$ cat src/rtl/rom_fetch_sequencer_if.sv
// Fetch bundle between rom_fetch_sequencer, the combinational program ROM and the execute stage.
// master = sequencer side, slave = ROM/execute side.
interface rom_fetch_sequencer_if #(
    parameter int ADDR_WIDTH  = 16,
    parameter int INSTR_WIDTH = 28
);
    logic [ADDR_WIDTH-1:0]  rom_address;
    logic [INSTR_WIDTH-1:0] rom_instruction;
    logic [INSTR_WIDTH-1:0] instruction;
    logic                   instruction_valid;
    logic [ADDR_WIDTH-1:0]  pc;
    logic                   stall;
    logic                   branch_taken;
    logic [ADDR_WIDTH-1:0]  branch_target;
    logic                   busy_wait;

    modport master (
        output rom_address,
        output instruction,
        output instruction_valid,
        output pc,
        output busy_wait,
        input  rom_instruction,
        input  stall,
        input  branch_taken,
        input  branch_target
    );

    modport slave (
        input  rom_address,
        input  instruction,
        input  instruction_valid,
        input  pc,
        input  busy_wait,
        output rom_instruction,
        output stall,
        output branch_taken,
        output branch_target
    );
endinterface

$ cat src/rtl/rom_fetch_sequencer.sv
// Instruction fetch sequencer: owns the PC, registers ROM words for execute, handles stall/branch.
// Define NOP_WAIT_EN to make a NOP with a nonzero literal N insert N bubble cycles (WAIT state).
module rom_fetch_sequencer #(
    parameter int ADDR_WIDTH  = 16,
    parameter int INSTR_WIDTH = 28
`ifdef NOP_WAIT_EN
    ,
    parameter logic [7:0] NOP_OPCODE = 8'd0
`endif
) (
    input  logic                  clk,
    input  logic                  rst,
    rom_fetch_sequencer_if.master bus
);

    logic [ADDR_WIDTH-1:0]  pc_q;
    logic [INSTR_WIDTH-1:0] instr_q;
    logic                   valid_q;
    logic [ADDR_WIDTH-1:0]  issue_pc_q;

    logic take_branch;
    logic do_fetch;
    logic bubble;

`ifdef NOP_WAIT_EN
    localparam int LIT_WIDTH = 24;

    typedef enum logic {
        FETCH,
        WAIT
    } state_t;

    state_t               state_q, state_d;
    logic [LIT_WIDTH-1:0] wait_count_q, wait_count_d;
    logic                 busy_q, busy_d;

    logic [7:0]           opcode;
    logic [LIT_WIDTH-1:0] literal;
    logic                 delay_nop;

    assign opcode    = bus.rom_instruction[INSTR_WIDTH-1 -: 8];
    assign literal   = bus.rom_instruction[LIT_WIDTH-1:0];
    assign delay_nop = (opcode == NOP_OPCODE) && (literal != '0);

    always_ff @(posedge clk) begin
        if (rst) begin
            state_q      <= FETCH;
            wait_count_q <= '0;
            busy_q       <= 1'b0;
        end else begin
            state_q      <= state_d;
            wait_count_q <= wait_count_d;
            busy_q       <= busy_d;
        end
    end

    // The counter is loaded with N when the NOP issues and the WAIT edges count it down to zero,
    // giving exactly N bubble cycles; the edge that sees zero performs the next fetch.
    always_comb begin
        state_d      = state_q;
        wait_count_d = wait_count_q;
        busy_d       = 1'b0;
        take_branch  = 1'b0;
        do_fetch     = 1'b0;
        bubble       = 1'b0;
        unique case (state_q)
            FETCH: begin
                take_branch = valid_q && bus.branch_taken;
                do_fetch    = !take_branch && !bus.stall;
            end
            WAIT: begin
                if (wait_count_q == '0) begin
                    do_fetch = 1'b1;
                    state_d  = FETCH;
                end else begin
                    bubble       = 1'b1;
                    busy_d       = 1'b1;
                    wait_count_d = wait_count_q - 1'b1;
                end
            end
            default: state_d = FETCH;
        endcase
        if (do_fetch && delay_nop) begin
            state_d      = WAIT;
            wait_count_d = literal;
        end
    end

    assign bus.busy_wait = busy_q;
`else
    always_comb begin
        take_branch = valid_q && bus.branch_taken;
        do_fetch    = !take_branch && !bus.stall;
    end

    assign bubble        = 1'b0;
    assign bus.busy_wait = 1'b0;
`endif

    // A taken branch squashes the issue slot; a stall holds everything, including the PC.
    always_ff @(posedge clk) begin
        if (rst) begin
            pc_q       <= '0;
            instr_q    <= '0;
            valid_q    <= 1'b0;
            issue_pc_q <= '0;
        end else if (take_branch) begin
            pc_q    <= bus.branch_target;
            instr_q <= '0;
            valid_q <= 1'b0;
        end else if (do_fetch) begin
            instr_q    <= bus.rom_instruction;
            issue_pc_q <= pc_q;
            valid_q    <= 1'b1;
            pc_q       <= pc_q + 1'b1;
        end else if (bubble) begin
            valid_q <= 1'b0;
        end
    end

    assign bus.rom_address       = pc_q;
    assign bus.instruction       = instr_q;
    assign bus.instruction_valid = valid_q;
    assign bus.pc                = issue_pc_q;

endmodule
$ cat src/flat_wrapper.sv
// flat-port wrapper written by rule: the top's interface ports become plain ports
module rom_fetch_sequencer_flat 
#(
    parameter int ADDR_WIDTH  = 16,
    parameter int INSTR_WIDTH = 28

)
  (clk, rst, bus_rom_address, bus_instruction, bus_instruction_valid, bus_pc, bus_busy_wait, bus_rom_instruction, bus_stall, bus_branch_taken, bus_branch_target);
  rom_fetch_sequencer_if #(.ADDR_WIDTH(ADDR_WIDTH), .INSTR_WIDTH(INSTR_WIDTH)) bus_i ();
  input  logic clk;
  input  logic rst;
  output wire logic [$bits(bus_i.rom_address)-1:0] bus_rom_address;
  output wire logic [$bits(bus_i.instruction)-1:0] bus_instruction;
  output wire logic [$bits(bus_i.instruction_valid)-1:0] bus_instruction_valid;
  output wire logic [$bits(bus_i.pc)-1:0] bus_pc;
  output wire logic [$bits(bus_i.busy_wait)-1:0] bus_busy_wait;
  input wire logic [$bits(bus_i.rom_instruction)-1:0] bus_rom_instruction;
  input wire logic [$bits(bus_i.stall)-1:0] bus_stall;
  input wire logic [$bits(bus_i.branch_taken)-1:0] bus_branch_taken;
  input wire logic [$bits(bus_i.branch_target)-1:0] bus_branch_target;
  assign bus_rom_address = bus_i.rom_address;
  assign bus_instruction = bus_i.instruction;
  assign bus_instruction_valid = bus_i.instruction_valid;
  assign bus_pc = bus_i.pc;
  assign bus_busy_wait = bus_i.busy_wait;
  assign bus_i.rom_instruction = bus_rom_instruction;
  assign bus_i.stall = bus_stall;
  assign bus_i.branch_taken = bus_branch_taken;
  assign bus_i.branch_target = bus_branch_target;
  rom_fetch_sequencer #(.ADDR_WIDTH(ADDR_WIDTH), .INSTR_WIDTH(INSTR_WIDTH)) u_core (.clk(clk), .rst(rst), .bus(bus_i));
endmodule
$ cat config.mk
export PLATFORM = sky130hd
export DESIGN_NAME = rom_fetch_sequencer_flat
export DESIGN_NICKNAME = d
export VERILOG_FILES = /design/src/rtl/rom_fetch_sequencer_if.sv /design/src/rtl/rom_fetch_sequencer.sv /design/src/flat_wrapper.sv
export SDC_FILE = /design/constraint.sdc
export NUM_CORES = 1
export LEC_CHECK = 0
export CAP_MARGIN = 25
export CORE_MARGIN = 10
export CORE_UTILIZATION = 45
export CTS_BUF_LIST = sky130_fd_sc_hd__clkbuf_16
export DETAILED_ROUTE_END_ITERATION = 6
export GPL_TIMING_DRIVEN = 0
export PLACE_DENSITY = 0.87
export SLEW_MARGIN = 5
export SYNTH_ARGS = -nofsm -noshare
export SYNTH_HDL_FRONTEND = slang
export SYNTH_SLANG_ARGS = --single-unit
export TNS_END_PERCENT = 1
$ cat constraint.sdc
create_clock -name clk -period 2.65 [get_ports clk]
set_input_delay 0.265 -clock clk [delete_from_list [all_inputs] [get_ports clk]]
set_output_delay 0.265 -clock clk [all_outputs]
set_load 0.05 [all_outputs]
==> results of run 1 <==
[layer usage]
| layer | wire length [µm] | global-route usage, % |
|---|---|---|
| met1 | 2970 | 17.7 |
| met2 | 3400 | 27.4 |
| met3 | 951 | 9.99 |
| met4 | 118 | 7.47 |
| met5 | 0 | 0 |
[cell type report]
cell class	instances	area [µm²]
Inverter	1	3.75
Fill cell	379	1340
Clock buffer	9	225
Timing Repair Buffer	107	1070
Buffer	21	110
Clock inverter	6	25.0
Sequential cell	61	1220
Multi-Input combinational cell	186	1120
Tap cell	70	87.6
[cell usage in the layout (no fill, tap or decap), types with 2 or more instances in the layout]
cell type	instances
clkdlybuf4s50_1	107
dfxtp_1	61
nor2_1	43
nand2_1	37
mux2i_1	29
a21oi_1	20
clkbuf_1	12
a211oi_1	11
clkbuf_16	9
xor2_1	6
nand3_1	5
nand4_1	4
a311oi_1	4
xnor2_1	4
inv_1	4
buf_4	3
o21ai_0	3
or3_1	3
nand2b_1	2
buf_1	2
buf_6	2
and3_1	2
and4b_1	2
clkinv_2	2
[worst max path at each step]
stage | from | end | slack (ns) | cells after the start
finish | u_core.bus.instruction_valid | bus_instruction_valid | 0.71 | 1
global route | u_core.bus.instruction_valid | bus_instruction_valid | 0.66 | 1
CTS | u_core.bus.rom_address[11] | bus_rom_address[11] | 0.71 | 1
detailed placement | bus_branch_taken | u_core.bus.pc[6] | 0.59 | 7
global placement | bus_branch_taken | u_core.bus.pc[14] | 0.61 | 5
floorplan | u_core.bus.rom_address[4] | u_core.bus.rom_address[15] | 0.61 | 5
[registers in the layout, summed over array words and instances, names as in the netlist]
signal and count:
u_core.bus.instruction 28, u_core.bus.pc 16, u_core.bus.rom_address 16, u_core.bus.instruction_valid 1
[report_power, final]
group	switching (W)	total, W	internal, W
logic	0.000306	0.000509	0.000203
registers	0.0000446	0.00102	0.000972
clock network	0.000377	0.000985	0.000608
[cells by family after synthesis]
logic type               share of synthesized area (%)
XOR/XNOR                                          3.56
AND/OR/NAND/NOR                                   19.6
multiplexers                                      11.8
flip-flops                                        49.6
adder cells (fa/ha/maj)                          0.509
other                                            0.152
AO/OA/AOI/OAI                                     10.1
buffers and inverters                             4.63
[through the flow]
stage / hold WS [ns] / power, W / std cells / util, %
final: 0.387 / 0.00251 / 461 / 74.3
after global routing: 0.431 / 0.00260 / 461 / 74.3
after CTS: 0.395 / 0.00252 / 461 / 74.3
after detailed placement: 0.445 / 0.00154 / 446 / 69.5
after global placement: 0.441 / 0.00154 / 446 / 69.5
after floorplan: 0.337 / 0.00133 / 269 / -
==> results.md, run 1 <==
- Root buf cell: clkbuf_16
- Post-DR wirelength/cell: ~16 µm
- DR pass1 iterations: 4
- Reg-to-reg startpoint: u_core.bus.rom_address[4]
- Slew Limit Fails: 0
- R2R Setup Slk: 0.86 ns
- CTS H-tree lvls: 3
- Most frequent cells after synthesis: dfxtp_1, nor2_1, nand2_1, mux2i_1, a21oi_1
- Endpoints failing setup: 0
- Period utilization: 73.2%
- Share of the synthesized area in the top cell type: 49.6%
- Slew headroom: between 50% and 60%
- Nets: between 400 and 500
- Register area share after synthesis: about half
- Netlist cell types: 34
- Largest net degree at the start of global routing: 11
- DP Area: 3620 µm²
- Hold depth: 3
- Number of register bits inferred by synthesis: 61
- Post-DRT Antenna Nets: 0
- Max_cap viols: 0
- Die Y-Extent: 93.9 µm
- Top cell type by total area after synthesis: dfxtp_1
- Post-Syn Instances: 269
- Antenna violations before repair: 0
- Remaining DRCs: 0
- Final TNS setup: 0 ns
- Post-CTS Resized: 0
- Area growth from synthesis to layout: 57.3%
- Die X: 93.9 µm
- CP Data Required Time: between 2 and 2.5 ns
- Placer Congestion: 0.806
- Worst hold path type: input port to register
- CP Cell Sequence: clkdlybuf4s50_1
- Critical Path AT: 1.68 ns
- Top Family by Delay on Critical Path: buffers and inverters
- Antenna Cells: 0
- Ys Warns: 0
- CTS tree: done
- Status: completed
- Clk_lat worst skew: 0.32 ns
- IO Port Bufs: approximately 110
- Slowest CP cell: clkdlybuf4s50_1
- GRT Util Overall: 17.1%
- Grt ovf: 0
- Syn_area_per_cell: 9.14 µm²
- Vias: approximately 2300
- Final Hold Viols: 0
- Vias in the first global route: 2457
- Setup CP Type: register to output pin
- Max VDD drop: 0.438 mV
- Hold_sp: bus_stall
- Clk sink count: 61
- Count leader, synth: dfxtp_1
- CP max FO: 6
- Setup crit end kind: output pin
- Post-synth EDFFs: 0
- Row count: 26
- Cell area after layout: 3870 µm²
- Ratio of cells with drive above 1 in the final layout: 5.63%
- Worst hold endpoint: u_core.bus.rom_address[1]
- Top Ports: 110
- Starting Density: 47.3%
- First-pass GRT wire length: approximately 12000 µm
- Power Density: around 650 nW/µm²
- Clock Skew: 0.00281 ns
- Vias per cell: between 5 and 6
- Post-CTS setup buffers: 0
- Unrepaired setup endpoints after global routing: no
- Clk slew on worst S/H paths: ~0.05 ns
- Full die area: 8820 µm²
- Pre-CTS WS: around 0.59 ns
- Slew @ Worst Pin: 0.741 ns
- Max Freq: roughly 520 MHz
- WP buf/inv: 1
- Synthesized area: 2460 µm²
- Leakage Power: 1.51 nW
- Crit Reg-Reg Endpoint: u_core.bus.rom_address[15]
- CP peak stage delay: 0.89 ns
- Total CTS buffers: 9
- Synth area leaders: dfxtp_1, mux2i_1, nor2_1
- Drt initial violations: 75
- Min cycle time layout: just under 2 ns
- Total core area: ~5200 µm²
- CTS Hold Buffers Added: 0
- Top_reg_cell synth: dfxtp_1
- CP Launch Type: register
- R2R cell count: 5
- Final wirelength: 7440 µm
- DP HPWL: about 5600 µm
- Post-Syn Nets: 318
- Final worst slack: 0.709 ns
- Async SR Flop Fraction: 0%
- Clock Path Buffers: 2
No activity file was read; power rests on OpenSTA's default activity.
==> run 2: changes to the inputs <==
--- a/config.mk
+++ b/config.mk
@@ -7,11 +7,11 @@
 export LEC_CHECK = 0
 export CAP_MARGIN = 25
 export CORE_MARGIN = 10
-export CORE_UTILIZATION = 45
+export CORE_UTILIZATION = 37
 export CTS_BUF_LIST = sky130_fd_sc_hd__clkbuf_16
 export DETAILED_ROUTE_END_ITERATION = 6
 export GPL_TIMING_DRIVEN = 0
-export PLACE_DENSITY = 0.87
+export PLACE_DENSITY = 0.77
 export SLEW_MARGIN = 5
 export SYNTH_ARGS = -nofsm -noshare
 export SYNTH_HDL_FRONTEND = slang
==> constraint.sdc (replaced) <==
create_clock -name clk -period 1.6 [get_ports clk]
set_input_delay 0.16 -clock clk [delete_from_list [all_inputs] [get_ports clk]]
set_output_delay 0.16 -clock clk [all_outputs]
set_load 0.05 [all_outputs]
==> results.md, run 2 (synthesized netlist as in run 1, its figures left out) <==
- Ratio of cells with drive above 1 in the final layout: 10.5% (+4.9 points)
- IO Port Bufs: 107 (unchanged)
- Max Freq: ~630 MHz
- Total core area: 6390 µm² (+23%)
- Clock Skew: 0.00529 ns (+0.00248 ns)
- Net Sw Frac: 28.5% (-0.49 points)
- Post-DRT Antenna Nets: 0 (unchanged)
- Status: completed
- Largest net degree at the start of global routing: 11 (unchanged)
- Max reg flops: 28 (unchanged)
- Max VDD drop: 0.762 mV (+74%)
- Unrepaired setup endpoints after global routing: yes
- Final TNS setup: 0 ns (unchanged)
- Final worst slack: 0.0205 ns (-0.689 ns)
- Remaining DRCs: 0 (unchanged)
- Total power draw: 0.00418 W (+67%)
- R2R Setup Slk: 0.02 ns (-0.84 ns)
- Row count: 29 (+12%)
- Reg-to-reg startpoint: u_core.bus.rom_address[2]
- Clk pwr share: 41.0% (+1.8 points)
- Hold depth: 3 (unchanged)
- Clk_lat worst skew: 0.32 ns (about the same)
- Setup CP Type: register to register
- Top Ports: 110 (unchanged)
- DR pass1 iterations: 4 (unchanged)
- Grt ovf: 0 (unchanged)
- GRT Util Overall: 14.5% (-2.5 points)
- Placer Congestion: 0.835 (+3.7%)
- Min cycle time layout: ~1.6 ns
- Clock Path Buffers: 2 (unchanged)
- Final Hold Viols: 0 (unchanged)
- Commonest non-fill, non-tap cells in the layout: dlygate4sd2_1, dfxtp_1, clkdlybuf4s50_1
- Pre-CTS WS: -0.423 ns (-1.01 ns)
- Period utilization: 98.7%
- Starting Density: 38.5% (-8.7 points)
- Worst hold endpoint: u_core.bus.rom_address[1]
- Total CTS buffers: 9 (unchanged)
- Setup crit end kind: register
- Sw Pwr: 0.00119 W (+64%)
- Comb power frac: 18.8% (-1.5 points)
- Post-DR wirelength/cell: 16.2 µm (+0.13%)
- CTS Hold Buffers Added: 0 (unchanged)
- Clk slew on worst S/H paths: 0.05 ns (about the same)
- Leakage Power: 1.81 nW (+20%)
- Worst hold path type: input port to register
- CTS tree: done
- Commonest non-fill, non-tap cell in the layout: dlygate4sd2_1
- Antenna violations before repair: 0 (unchanged)
- Slew @ Worst Pin: 0.710 ns (-0.0311 ns)
- Pint: 0.00299 W (+68%)
- Clk sink count: 61 (unchanged)
- Nets: 436 (unchanged)
- Endpoints failing setup: 0 (unchanged)
- CP Data Required Time: 1.83 ns (-0.55 ns)
- Slew Limit Fails: 0 (unchanged)
- Die Y-Extent: 102 µm (+8.1%)
- First-pass GRT wire length: 11800 µm (-0.30%)
- CTS H-tree lvls: 3 (unchanged)
- Vias in the first global route: 2350 (-4.4%)
- Drt initial violations: 95 (+27%)
- Antenna Cells: 0 (unchanged)
- Crit Reg-Reg Endpoint: u_core.bus.rom_address[15]
- CP Launch Type: register
- Max_cap viols: 0 (unchanged)
- Area growth from synthesis to layout: 58.0%
- Power Density: 1080 nW/µm² (+66%)
- Full die area: 10300 µm² (+17%)
- Hold_sp: bus_stall
- Critical Path AT: 1.81 ns (+0.13 ns)
- R2R cell count: 5 (unchanged)
- Final wirelength: 7560 µm (+1.7%)
- Die X: 102 µm (+8.1%)
- Slew headroom: 52.7% (+2.1 points)
- DP HPWL: 5890 µm (+4.8%)
- Root buf cell: clkbuf_16
- Vias: 2326 (-0.39%)
- CP max FO: 6 (unchanged)
- Flop pwr share: 40.2% (-0.3 points)
- Vias per cell: 4.97 (-1.9%)
run 2: cell count changes in the layout (fill, tap and decap cells not counted), moves of 2 or more:
cell,before,now
dfxtp_2,0,2
clkbuf_2,0,2
clkbuf_1,12,8
clkdlybuf4s50_1,107,46
dfxtp_4,0,10
clkinv_2,2,0
dlygate4sd2_1,0,61
dfxtp_1,61,49
run 2: power groups by stage:
stage	Combinational [W]	Sequential, W	Clock, W
2_1_floorplan	0.000207	0.00200	0
3_3_place_gp	0.000840	0.00171	0
3_5_place_dp	0.000848	0.00171	0
4_1_cts	0.000795	0.00168	0.00175
5_1_grt	0.000842	0.00169	0.00183
6_report	0.000788	0.00168	0.00171
run 2: area by class of cell:
cell class              count  area [µm²]
flip-flops and latches     61        1260
well taps                  77        96.3
inverters                   1        3.75
multi-input cells         186        1140
clock inverters             5        18.8
fillers                   594        2500
clock buffers              10         250
repair buffers            108        1000
plain buffers              20         118
run 2: how the worst max path moves through the flow:
stage,to,startpoint,slack (ns),cells past startpoint
finish,u_core.bus.rom_address[15],u_core.bus.rom_address[2],0.02,5
global route,u_core.bus.rom_address[15],u_core.bus.rom_address[2],-0.06,5
CTS,u_core.bus.rom_address[15],u_core.bus.rom_address[4],0.01,5
detailed placement,u_core.bus.instruction[18],bus_branch_taken,-0.42,6
global placement,u_core.bus.instruction[17],bus_branch_taken,-0.40,6
floorplan,u_core.bus.rom_address[15],u_core.bus.rom_address[4],-0.09,5
run 2: worst max-delay path, stage by stage (launching register included):
cell and delay, ns:
dfxtp_4 0.37, and4b_1 0.21, buf_6 0.11, nand2_4 0.06, or4_4 0.50, a311oi_1 0.24
run 2: stage by stage:
stage	instances	hold slack, ns	area, µm²	util [%]
3_3_place_gp	453	0.443	3670	57.4
5_1_grt	468	0.340	3890	60.9
2_1_floorplan	269	0.232	2500	-
6_report	468	0.296	3890	60.9
4_1_cts	468	0.288	3860	60.5
3_5_place_dp	453	0.449	3670	57.4
run 2: timing repair:
action / 4_1_cts / 5_1_grt
pin swaps: 1 / 3
setup endpoints to repair: 81 / 25
buffers inserted: 0 / 1
resized for setup: 63 / 11
run 2: layer usage:
| layer | global-route usage [%] | share of wire, % | vias to the layer above |
|---|---|---|---|
| li1 | - | - | 1152 |
| met2 | 23.6 | 46 | 91 |
| met1 | 14.7 | 39 | 1073 |
| met4 | 4.61 | 1.2 | 0 |
| met5 | 0 | 0 | - |
| met3 | 9.94 | 14 | 10 |
==> run 3: changes to the inputs <==
--- a/config.mk
+++ b/config.mk
@@ -6,6 +6,7 @@
 export NUM_CORES = 1
 export LEC_CHECK = 0
 export CAP_MARGIN = 25
+export CORE_ASPECT_RATIO = 1.1
 export CORE_MARGIN = 10
 export CORE_UTILIZATION = 37
 export CTS_BUF_LIST = sky130_fd_sc_hd__clkbuf_16
==> results.md, run 3 (synthesized netlist as in run 1, its figures left out) <==
- Ratio of cells with drive above 1 in the final layout: 12.4% (+1.9 points)
- Comb power frac: 18.6% (-0.2 points)
- GRT Util Overall: 14.4% (-0.11 points)
- Clk pwr share: 42.8% (+1.8 points)
- Pint: 0.00311 W (+4.1%)
- CP max FO: 6 (unchanged)
- Post-DR wirelength/cell: 15.8 µm (-2.1%)
- Commonest non-fill, non-tap cell in the layout: dlygate4sd2_1
- Placer Congestion: 0.751 (-10%)
- Largest net degree at the start of global routing: 11 (unchanged)
- Antenna Cells: 0 (unchanged)
- Die Y-Extent: 106 µm (+3.9%)
- Antenna violations before repair: 0 (unchanged)
- Endpoints failing setup: 1 (+1)
- Net Sw Frac: 28.3% (-0.25 points)
- Clock Skew: 0.00646 ns (+0.00117 ns)
- Power Density: 1100 nW/µm² (+2.1%)
- CTS tree: done
- Remaining DRCs: 0 (unchanged)
- Worst hold path type: input port to register
- DP HPWL: 5770 µm (-2.1%)
- Unrepaired setup endpoints after global routing: yes
- Fillcell total: 596 (+0.34%)
- Starting Density: 37.7% (-0.77 points)
- Vias: 2352 (+1.1%)
- Setup crit end kind: register
- Final cell count without fillers: 478 (+2.1%)
- Root buf cell: clkbuf_16
- Clk sink count: 61 (unchanged)
- Slew Limit Fails: 0 (unchanged)
- Die X: 97.7 µm (-3.7%)
- CTS Hold Buffers Added: 0 (unchanged)
- Slew headroom: 53.0% (+0.29 points)
- Status: finished with violations
- Final Util: 60.6% (-0.24 points)
- Flop pwr share: 38.6% (-1.6 points)
- Slew @ Worst Pin: 0.706 ns (-0.00430 ns)
- Row count: 31 (+6.9%)
- Total CTS buffers: 9 (unchanged)
- IO Port Bufs: 107 (unchanged)
- First-pass GRT wire length: 12400 µm (+4.6%)
- Max VDD drop: 0.679 mV (-11%)
- Leakage Power: 1.84 nW (+1.9%)
- Clock Path Buffers: 2 (unchanged)
- Max reg flops: 28 (unchanged)
- Failing checks: negative setup slack
- Final worst slack: -0.0242 ns (-0.0448 ns)
- Setup CP Type: register to register
- CTS H-tree lvls: 3 (unchanged)
- Max_cap viols: 0 (unchanged)
- Critical Path AT: 1.85 ns (+0.04 ns)
- Final Hold Viols: 0 (unchanged)
- Vias in the first global route: 2528 (+7.6%)
- Area growth from synthesis to layout: 60.6%
- Clk_lat worst skew: 0.32 ns (about the same)
- Sw Pwr: 0.00123 W (+2.9%)
- Full die area: 10300 µm² (about the same)
- Vias per cell: 4.92 (-1.0%)
- Nets: 441 (+1.1%)
- Commonest non-fill, non-tap cells in the layout: dlygate4sd2_1, dfxtp_1, clkdlybuf4s50_1
- CP Launch Type: register
- Post-DRT Antenna Nets: 0 (unchanged)
- Top Ports: 110 (unchanged)
- DR pass1 iterations: 4 (unchanged)
- Grt ovf: 0 (unchanged)
- Drt initial violations: 65 (-32%)
- Clk slew on worst S/H paths: 0.05 ns (about the same)
- Max Freq: 616 MHz (-2.8%)
- Period utilization: 102% (+2.8 points)
- Dpl cells: 458 (+1.1%)
- CP Data Required Time: 1.82 ns (about the same)
- Total core area: 6520 µm² (+2.0%)
- Min cycle time layout: 1.62 ns (+0.0448 ns)
- Final wirelength: 7560 µm (about the same)
[run 3: changes by cell type in the layout (fill, tap and decap cells not counted), moves of 2 or more]
cell,delta
inv_1,-3
clkbuf_2,+2
clkinv_2,+3
buf_4,+4
[run 3: layer usage]
layer	vias up	part of all wire [%]	global-route usage [%]
li1	1171	-	-
met1	1087	38	14.5
met2	86	50	24.7
met5	-	0	0
met3	8	11	7.58
met4	0	1.2	5.61
[run 3: worst paths after layout]
check	from	to	slack (ns)	cells after the start
max	u_core.bus.rom_address[1]	u_core.bus.rom_address[15]	-0.02	5
min reg2reg	u_core.bus.pc[8]	u_core.bus.pc[8]	0.45	2
min	bus_stall	u_core.bus.rom_address[1]	0.27	3
max reg2reg	u_core.bus.rom_address[1]	u_core.bus.rom_address[15]	-0.02	5
[run 3: power by group through the flow]
stage          clock network (W)  registers, W  logic (W)
2_1_floorplan                  0       0.00200   0.000207
3_3_place_gp                   0       0.00171   0.000839
3_5_place_dp                   0       0.00171   0.000848
4_1_cts                  0.00189       0.00168   0.000794
5_1_grt                  0.00195       0.00169   0.000864
6_report                 0.00186       0.00168   0.000807
[run 3: final cells by class]
cell class	count	area, µm²	share of cell area, %
Buffer	21	124	3.13
Clock buffer	11	275	6.97
Clock inverter	4	18.8	0.475
Inverter	1	3.75	0.0950
Multi-Input combinational cell	186	1130	28.7
Sequential cell	61	1260	31.9
Tap cell	82	103	2.60
Timing Repair Buffer	112	1030	26.1
[run 3: what timing repair did]
item,in CTS,in global routing
resized for setup,63,14
endpoints found under the hold margin,0,0
pin swaps,3,2
endpoints found under the setup margin,82,24
setup buffers,0,5
[run 3: worst max-delay path, cell delays in order (launching register included)]
cell,delay [ns]
dfxtp_4,0.36
and4b_1,0.20
buf_6,0.13
nand2_4,0.07
or4_1,0.51
a311oi_1,0.26
[run 3: stage by stage]
step | instance area, µm² | TNS, ns | hold WS, ns | total power (W) | setup slack (ns)
2_1_floorplan | 2500 | -0.122 | 0.232 | 0.00220 | -0.0852
3_3_place_gp | 3670 | -6.98 | 0.442 | 0.00255 | -0.372
3_5_place_dp | 3670 | -8.21 | 0.447 | 0.00256 | -0.442
4_1_cts | 3900 | -1.00 | 0.270 | 0.00436 | -0.113
5_1_grt | 3950 | -0.0860 | 0.311 | 0.00450 | -0.0860
6_report | 3950 | -0.0242 | 0.272 | 0.00434 | -0.0242
